===== src/rtl/psr_cond_unit.sv =====
// Processor status register behind the ALU: masked flag capture, carry feedback,
// and registered branch-condition evaluation against the PSR value being written.
module psr_cond_unit #(
  parameter int NFLAGS = 5,
  parameter int CONDW  = 4
) (
  input  logic              clk_i,
  input  logic              reset_i,
  input  logic              carry_i,
  input  logic              low_i,
  input  logic              overflow_i,
  input  logic              zero_i,
  input  logic              negative_i,
  input  logic              flag_we_i,
  input  logic [NFLAGS-1:0] flag_mask_i,
  input  logic              psr_load_i,
  input  logic [NFLAGS-1:0] psr_din_i,
  input  logic              cond_valid_i,
  input  logic [CONDW-1:0]  cond_code_i,
  output logic [NFLAGS-1:0] psr_o,
  output logic              carry_q_o,
  output logic              cond_done_o,
  output logic              cond_true_o
);

  localparam int C_IDX = 4;
  localparam int L_IDX = 3;
  localparam int F_IDX = 2;
  localparam int Z_IDX = 1;
  localparam int N_IDX = 0;

  logic [NFLAGS-1:0] psr_q, psr_d;
  logic [NFLAGS-1:0] alu_flags, merged;
  logic              cond_done_q, cond_done_d;
  logic              cond_true_q, cond_true_d;

  assign alu_flags = {carry_i, low_i, overflow_i, zero_i, negative_i};

  for (genvar i = 0; i < NFLAGS; i++) begin : g_flag
    assign merged[i] = flag_mask_i[i] ? alu_flags[i] : psr_q[i];
  end

  // Direct load wins outright; mask bits are never merged into a restore.
  always_comb begin
    psr_d = psr_q;
    if (psr_load_i)     psr_d = psr_din_i;
    else if (flag_we_i) psr_d = merged;
  end

  function automatic logic cond_eval(input logic [CONDW-1:0] code,
                                     input logic [NFLAGS-1:0] f);
    logic r;
    r = 1'b0;
    case (code)
      4'h0: r =  f[Z_IDX];
      4'h1: r = !f[Z_IDX];
      4'h2: r =  f[C_IDX];
      4'h3: r = !f[C_IDX];
      4'h4: r =  f[L_IDX];
      4'h5: r = !f[L_IDX];
      4'h6: r =  f[N_IDX];
      4'h7: r = !f[N_IDX];
      4'h8: r =  f[F_IDX];
      4'h9: r = !f[F_IDX];
      4'hA: r = !f[L_IDX] && !f[Z_IDX];
      4'hB: r =  f[L_IDX] ||  f[Z_IDX];
      4'hC: r = !f[N_IDX] && !f[Z_IDX];
      4'hD: r =  f[N_IDX] ||  f[Z_IDX];
      4'hE: r = 1'b1;
      default: r = 1'b0;
    endcase
    return r;
  endfunction

  // Evaluate against psr_d so a flag-setting op and its branch can share a cycle.
  always_comb begin
    cond_done_d = cond_valid_i;
    cond_true_d = cond_true_q;
    if (cond_valid_i) cond_true_d = cond_eval(cond_code_i, psr_d);
  end

  always_ff @(posedge clk_i) begin
    if (reset_i) begin
      psr_q       <= '0;
      cond_done_q <= 1'b0;
      cond_true_q <= 1'b0;
    end else begin
      psr_q       <= psr_d;
      cond_done_q <= cond_done_d;
      cond_true_q <= cond_true_d;
    end
  end

  assign psr_o       = psr_q;
  assign carry_q_o   = psr_q[C_IDX];
  assign cond_done_o = cond_done_q;
  assign cond_true_o = cond_true_q;

endmodule


===== config.mk =====
export PLATFORM = sky130hd
export DESIGN_NAME = psr_cond_unit
export DESIGN_NICKNAME = d
export VERILOG_FILES = /design/src/rtl/psr_cond_unit.sv
export SDC_FILE = /design/constraint.sdc
export NUM_CORES = 1
export LEC_CHECK = 0
export ABC_AREA = 1
export CORE_MARGIN = 3
export CORE_UTILIZATION = 35
export CTS_BUF_LIST = sky130_fd_sc_hd__clkbuf_4
export CTS_CLUSTER_DIAMETER = 150
export DETAILED_ROUTE_END_ITERATION = 16
export MAX_ROUTING_LAYER = met4
export PLACE_DENSITY = 0.72
export SETUP_SLACK_MARGIN = 0.5
export SLEW_MARGIN = 20
export SYNTH_ARGS = -nofsm -noshare
export SYNTH_HDL_FRONTEND = slang
export SYNTH_SLANG_ARGS = --single-unit

===== constraint.sdc =====
create_clock -name clk_i -period 1.27 [get_ports clk_i]
set_input_delay 0.127 -clock clk_i [delete_from_list [all_inputs] [get_ports clk_i]]
set_output_delay 0.127 -clock clk_i [all_outputs]
set_load 0.05 [all_outputs]

---- Word-level counts from Yosys, hierarchy flattened ----
Index checks and enable logic that the tools add are counted.
word-level totals
  bits in registers ....................... 7
  input bits .............................. 24
  output and inout port bits .............. 8
  word-level logic and storage cells ...... 35
cells by class
  eq/ne operators ......................... 14
  mux-type cells .......................... 8
  reduce and logical (&&, ||, !) cells .... 10
operators by type and width
  kind                                                 count
  equality test 4 bit, second input constant           7
  equality test 4 x 3 -> 1 bit, second input constant  4
  one-hot mux 1 bit (15 select lines)                  1
  two-way mux 5 bit                                    2
  equality test 4 x 2 -> 1 bit, second input constant  2
  zero test 1 bit                                      5
  two-way mux 1 bit                                    5
  equality test 4 x 1 -> 1 bit, second input constant  1
  zero test 4 bit                                      1
  logical AND 1 bit                                    2
  logical OR 1 bit                                     2

---- Depth between registers and ports, before layout ----
  depth in word-level cells ............... 6
  gate-level depth with buffers ........... 13
  gate-level depth less buffers ........... 13

---- Least setup slack after synthesis ----
No wires, ideal clock.
  path kind ............................... reg-to-reg
  from .................................... register psr_q[3] (netlist: psr_o[3])
  to ...................................... register cond_true_q (netlist: cond_true_o)
  library setup time ...................... 0.066 ns
  data arrival time ....................... 1.393 ns
  data required time ...................... 1.204 ns
  setup slack ............................. -0.189 ns
  stages on the path, launching flop included .. 13
  clock period less this slack ............ 1.459 ns
  cells stage by stage .................... dfxtp_1 -> inv_1 -> nand2_2 -> nand3_2 -> nand2_2 -> nand2_1 -> nand3_1 -> nand2_1 -> nand2_1 -> inv_1 -> nand3_1 -> nand2_1 -> a21oi_2
on the way
  cells in the longest elaborated chain, start to end .. 6
  elaborated cells on any way between the ends .. 7
  those cells by class .................... 4 x mux; 3 x reduce/logical
ends and longest elaborated chain
  item                                     line    RTL
  start, declared                          32      logic [NFLAGS-1:0] psr_q, psr_d;
  start signal, assigned                   88      psr_q <= psr_d;
  two-way mux 1 bit                        40      assign merged[i] = flag_mask_i[i] ? alu_flags[i] : psr_q[i];
  two-way mux 5 bit (*)                    47      else if (flag_we_i) psr_d = merged;
  two-way mux 5 bit (*)                    46      if (psr_load_i) psr_d = psr_din_i;
  zero test 1 bit                          60, 65
  logical AND 1 bit                        65      4'hA: r = !f[L_IDX] && !f[Z_IDX];
  one-hot mux 1 bit (15 select lines) (*)  54      case (code)
  end signal, assigned                     90      cond_true_q <= cond_true_d;
  end, declared                            35      logic cond_true_q, cond_true_d;
Every way passes the cells marked *; elsewhere a longest branch is shown, timed or not.
A chain may end at the register's enable or synchronous reset.

---- Worst setup path in the final report ----
  from .................................... input overflow_i
  to ...................................... register cond_true_q (netlist: cond_true_o)
on the way
  cells in the longest elaborated chain, start to end .. 5
ends and longest elaborated chain
  item                                     line  RTL
  start, declared                          11    input logic overflow_i,
  two-way mux 1 bit (*)                    40
  two-way mux 5 bit (*)                    47
  two-way mux 5 bit (*)                    46
  zero test 1 bit                          64    4'h9: r = !f[F_IDX];
  one-hot mux 1 bit (15 select lines) (*)  54
Marked as above.

==> flow_summary_export.csv <==
group,metric,value,unit
run_status,status,"finished, violations left",
run_status,violations,"negative setup slack",
critical_path,crit_chain,"clkdlybuf4s50_1 -> inv_1 -> nand3_1 -> nand3_2 -> o21ai_4 -> inv_2 -> nand2_1 -> nand2_1 -> nor2_1 -> nand3_1 -> nand2_1 -> a21oi_2",
synthesis,ys_seq_elements,7,
timing,slew_viol_final,0,
cts,clock_sinks,7,
synthesis,ys_seq_area_frac,0.228,
power,worst_ir_drop_vdd,603,µV
cts,htree_levels,1,
floorplanning,start_util,0.390,
synthesis,syn_inst,114,
cts,cts_buffer_depth,2,
synthesis,ys_top_cells_by_count,"nand2_1 (38), inv_1 (21), nand3_1 (15)",
power,clkPwrFrac,0.241,
floorplanning,num_rows,14,
detailed_routing,via_count,964,
grt,grt_usage,0.229,
timing,min_period,1290,ps
critical_path,endpoint_kind,"flop",
critical_path,worstPathMaxFanout,2,
timing,slew_headroom,0.773,
placed_design,numPortBuffers,31,
synthesis,synth_flop_cell,"dfxtp_1",
synthesis,yosys-top-cells-area,"nand2_1 (23%), dfxtp_1 (23%), inv_1 (13%)",
power,p_sw,0.360,mW
power,p_leak,0.715,nW
cts,clk_latency,260,ps
timing,setup_viol,1,
synthesis,syn_area,616,µm²
timing,fin_ws,-23.5,ps
power,swShare,0.364,
synthesis,synth_top_area_cell,"nand2_1",
placed_design,hpwl,1530,µm
synthesis,synth_edf_count,0,
critical_path,path_class,"input port to flop",
synthesis,async_flop_share,0,
critical_path,critPathMaxStageDelay,480,ps
timing,clock_skew,4.70,ps
detailed_routing,first_iter_violations,29,
detailed_routing,drt_wl_total,2960,µm
timing,hold_violations,0,
timing,fmax,773,MHz
cts,cts_tree,"built",
job,maxCapViolCount,0,
cells_and_area,regArea,160,µm²
detailed_routing,remaining_drc_errors,0,
synthesis,synth_top_cell_area_share,0.232,
detailed_routing,drtAntennaViolNets,0,
synthesis,yosys_warnings,0,
grt,grt_pass1_vias,828,
floorplanning,io_pins,32,
synthesis,synth_cell_types,15,
placed_design,routabilityCongestion,0.911,
grt,antenna_found_initial,0,
cells_and_area,multi_input_area,463,µm²
timing,setup_tns,-23.5,ps
cells_and_area,fin_util,0.883,
detailed_routing,via_per_inst,5.07,
floorplanning,chipWidth,47.9,µm
cts,hold_buffers,0,
grt,grt_max_degree,8,
critical_path,start_kind,"input port",
detailed_routing,dr.pass1.iters,4,
cells_and_area,layout-drive-gt1-share,0.454,
timing,worst_slew_pin_slew,340,ps
cells_and_area,diodes,0,
cts,clk_pin_slew,50,ps
cells_and_area,nets,199,
critical_path,cp.arrival,1430,ps
synthesis,avgSynthCellArea,5.40,µm²
floorplanning,die_y,47.9,µm
timing,rsz0062_at_grt,"yes",
grt,grt_pass1_wl,3400,µm
synthesis,synth_most_common_cell,"nand2_1",
cts,root_buffer,"clkbuf_4",
critical_path,cp_top_family,"buffers and inverters",
critical_path,path_buf_inv,3,
power,power_density,710,nW/µm²
power,pwr-share-seq,0.252,
critical_path,worst_path_most_repeated_cell,"nand2_1",
power,p_int,0.630,mW
grt,grt_overflow_total,0,
cells_and_area,area_growth,126,%
detailed_routing,wl_per_cell,15.6,µm
floorplanning,coreArea,1580,µm²
timing,min_period_over_period,1.02,
critical_path,critPathSlowestCell,"clkdlybuf4s50_1",
synthesis,synthesis.nets,138,
min_path,min_path_type,"input port to flop",
cts,cts_buffers,3,
floorplanning,die_area,2300,µm²
cells_and_area,n_fill_cell,70,
critical_path,critical_path_required,1410,ps
power,p_comb_frac,0.507,
## cell usage in the layout, fill, tap and decap left out
cell / netlist / routed
o21ai_4: 0 / 1
buf_12: 0 / 8
a21oi_1: 4 / 2
o21ai_1: 0 / 1
dfxtp_1: 7 / 1
inv_1: 21 / 15
buf_6: 1 / 12
nand3_4: 0 / 2
nor2_4: 0 / 1
dlymetal6s2s_1: 0 / 1
o21ai_0: 4 / 2
nand2_1: 38 / 31
nand2_2: 4 / 9
clkdlybuf4s50_1: 0 / 12
a21oi_2: 1 / 3
nand3_2: 2 / 6
nor2_1: 10 / 10
nand3_1: 15 / 9
clkdlybuf4s15_1: 0 / 1
nor3_1: 1 / 1
nand2_4: 0 / 2
dfxtp_4: 0 / 5
clkbuf_4: 0 / 4
inv_2: 3 / 9
dfxtp_2: 0 / 1
nor2_2: 2 / 1
buf_4: 1 / 15
dlygate4sd2_1: 0 / 9
## sequential cells by signal, summed over array words and instances (netlist names)
| name | count |
|---|---|
| psr_o | 5 |
| cond_done_o | 1 |
| cond_true_o | 1 |
## final cells by class
class / instances / area share
timing repair buffer: 58 / 0.452
multi-input combinational: 81 / 0.332
sequential: 7 / 0.115
inverter: 24 / 0.0647
clock buffer: 4 / 0.0216
tap: 16 / 0.0144
## cell families after synthesis
| family | after synthesis | synth area share |
|---|---|---|
| AND/OR/NAND/NOR | 72 | 0.516 |
| buffers and inverters | 26 | 0.177 |
| AO/OA/AOI/OAI | 9 | 0.0793 |
| flip-flops | 7 | 0.228 |
## repair_timing
action | CTS | global route
hold endpoints to repair | 0 | 0
pin swaps | 12 | 10
buffers inserted | 10 | 3
cloned | 1 | 0
gates resized for setup | 28 | 19
setup endpoints to repair | 14 | 14
## worst reg2reg max path, cell delays in order (launching register included)
cell and delay [ps]:
dfxtp_4 350, inv_2 60, nand2_2 60, nand3_2 100, o21ai_4 80, a21oi_2 130
nand2_1 60, nor2_1 100, nand3_1 80, nand2_1 80, a21oi_2 50
## final timing paths
kind,startpoint,end,slack [ps],cells after the start
worst max register to register,psr_o[2],cond_true_o,10,10
worst min-delay path,cond_valid_i,cond_true_o,460,3
worst max-delay path,overflow_i,cond_true_o,-20,12
worst min register to register,cond_true_o,cond_true_o,510,2
## power by group through the flow
stage | Clock (mW) | Sequential [mW] | Combinational (mW)
after floorplan | 0 | 0.301 | 0.130
after CTS | 0.234 | 0.248 | 0.438
after detailed placement | 0 | 0.257 | 0.385
after global placement | 0 | 0.256 | 0.380
final | 0.239 | 0.249 | 0.502
after global routing | 0.240 | 0.250 | 0.532
## layer usage
layer,share of wire,vias up,global-route usage
met1,0.38,441,0.203
met4,0.010,0,0.0968
met2,0.54,52,0.454
li1,-,467,-
met5,0,-,-
met3,0.078,4,0.0451
## stage by stage
stage	power, mW	std cells	setup slack [ps]	area, µm²	hold slack, ps
detailed placement	0.642	172	-443	1130	507
global route	1.02	190	-130	1390	497
CTS	0.920	187	73.9	1300	446
floorplan	0.430	114	80.9	643	184
finish	0.989	190	-23.5	1390	465
global placement	0.636	172	-415	1130	501
No activity file was read; power rests on OpenSTA's default activity.
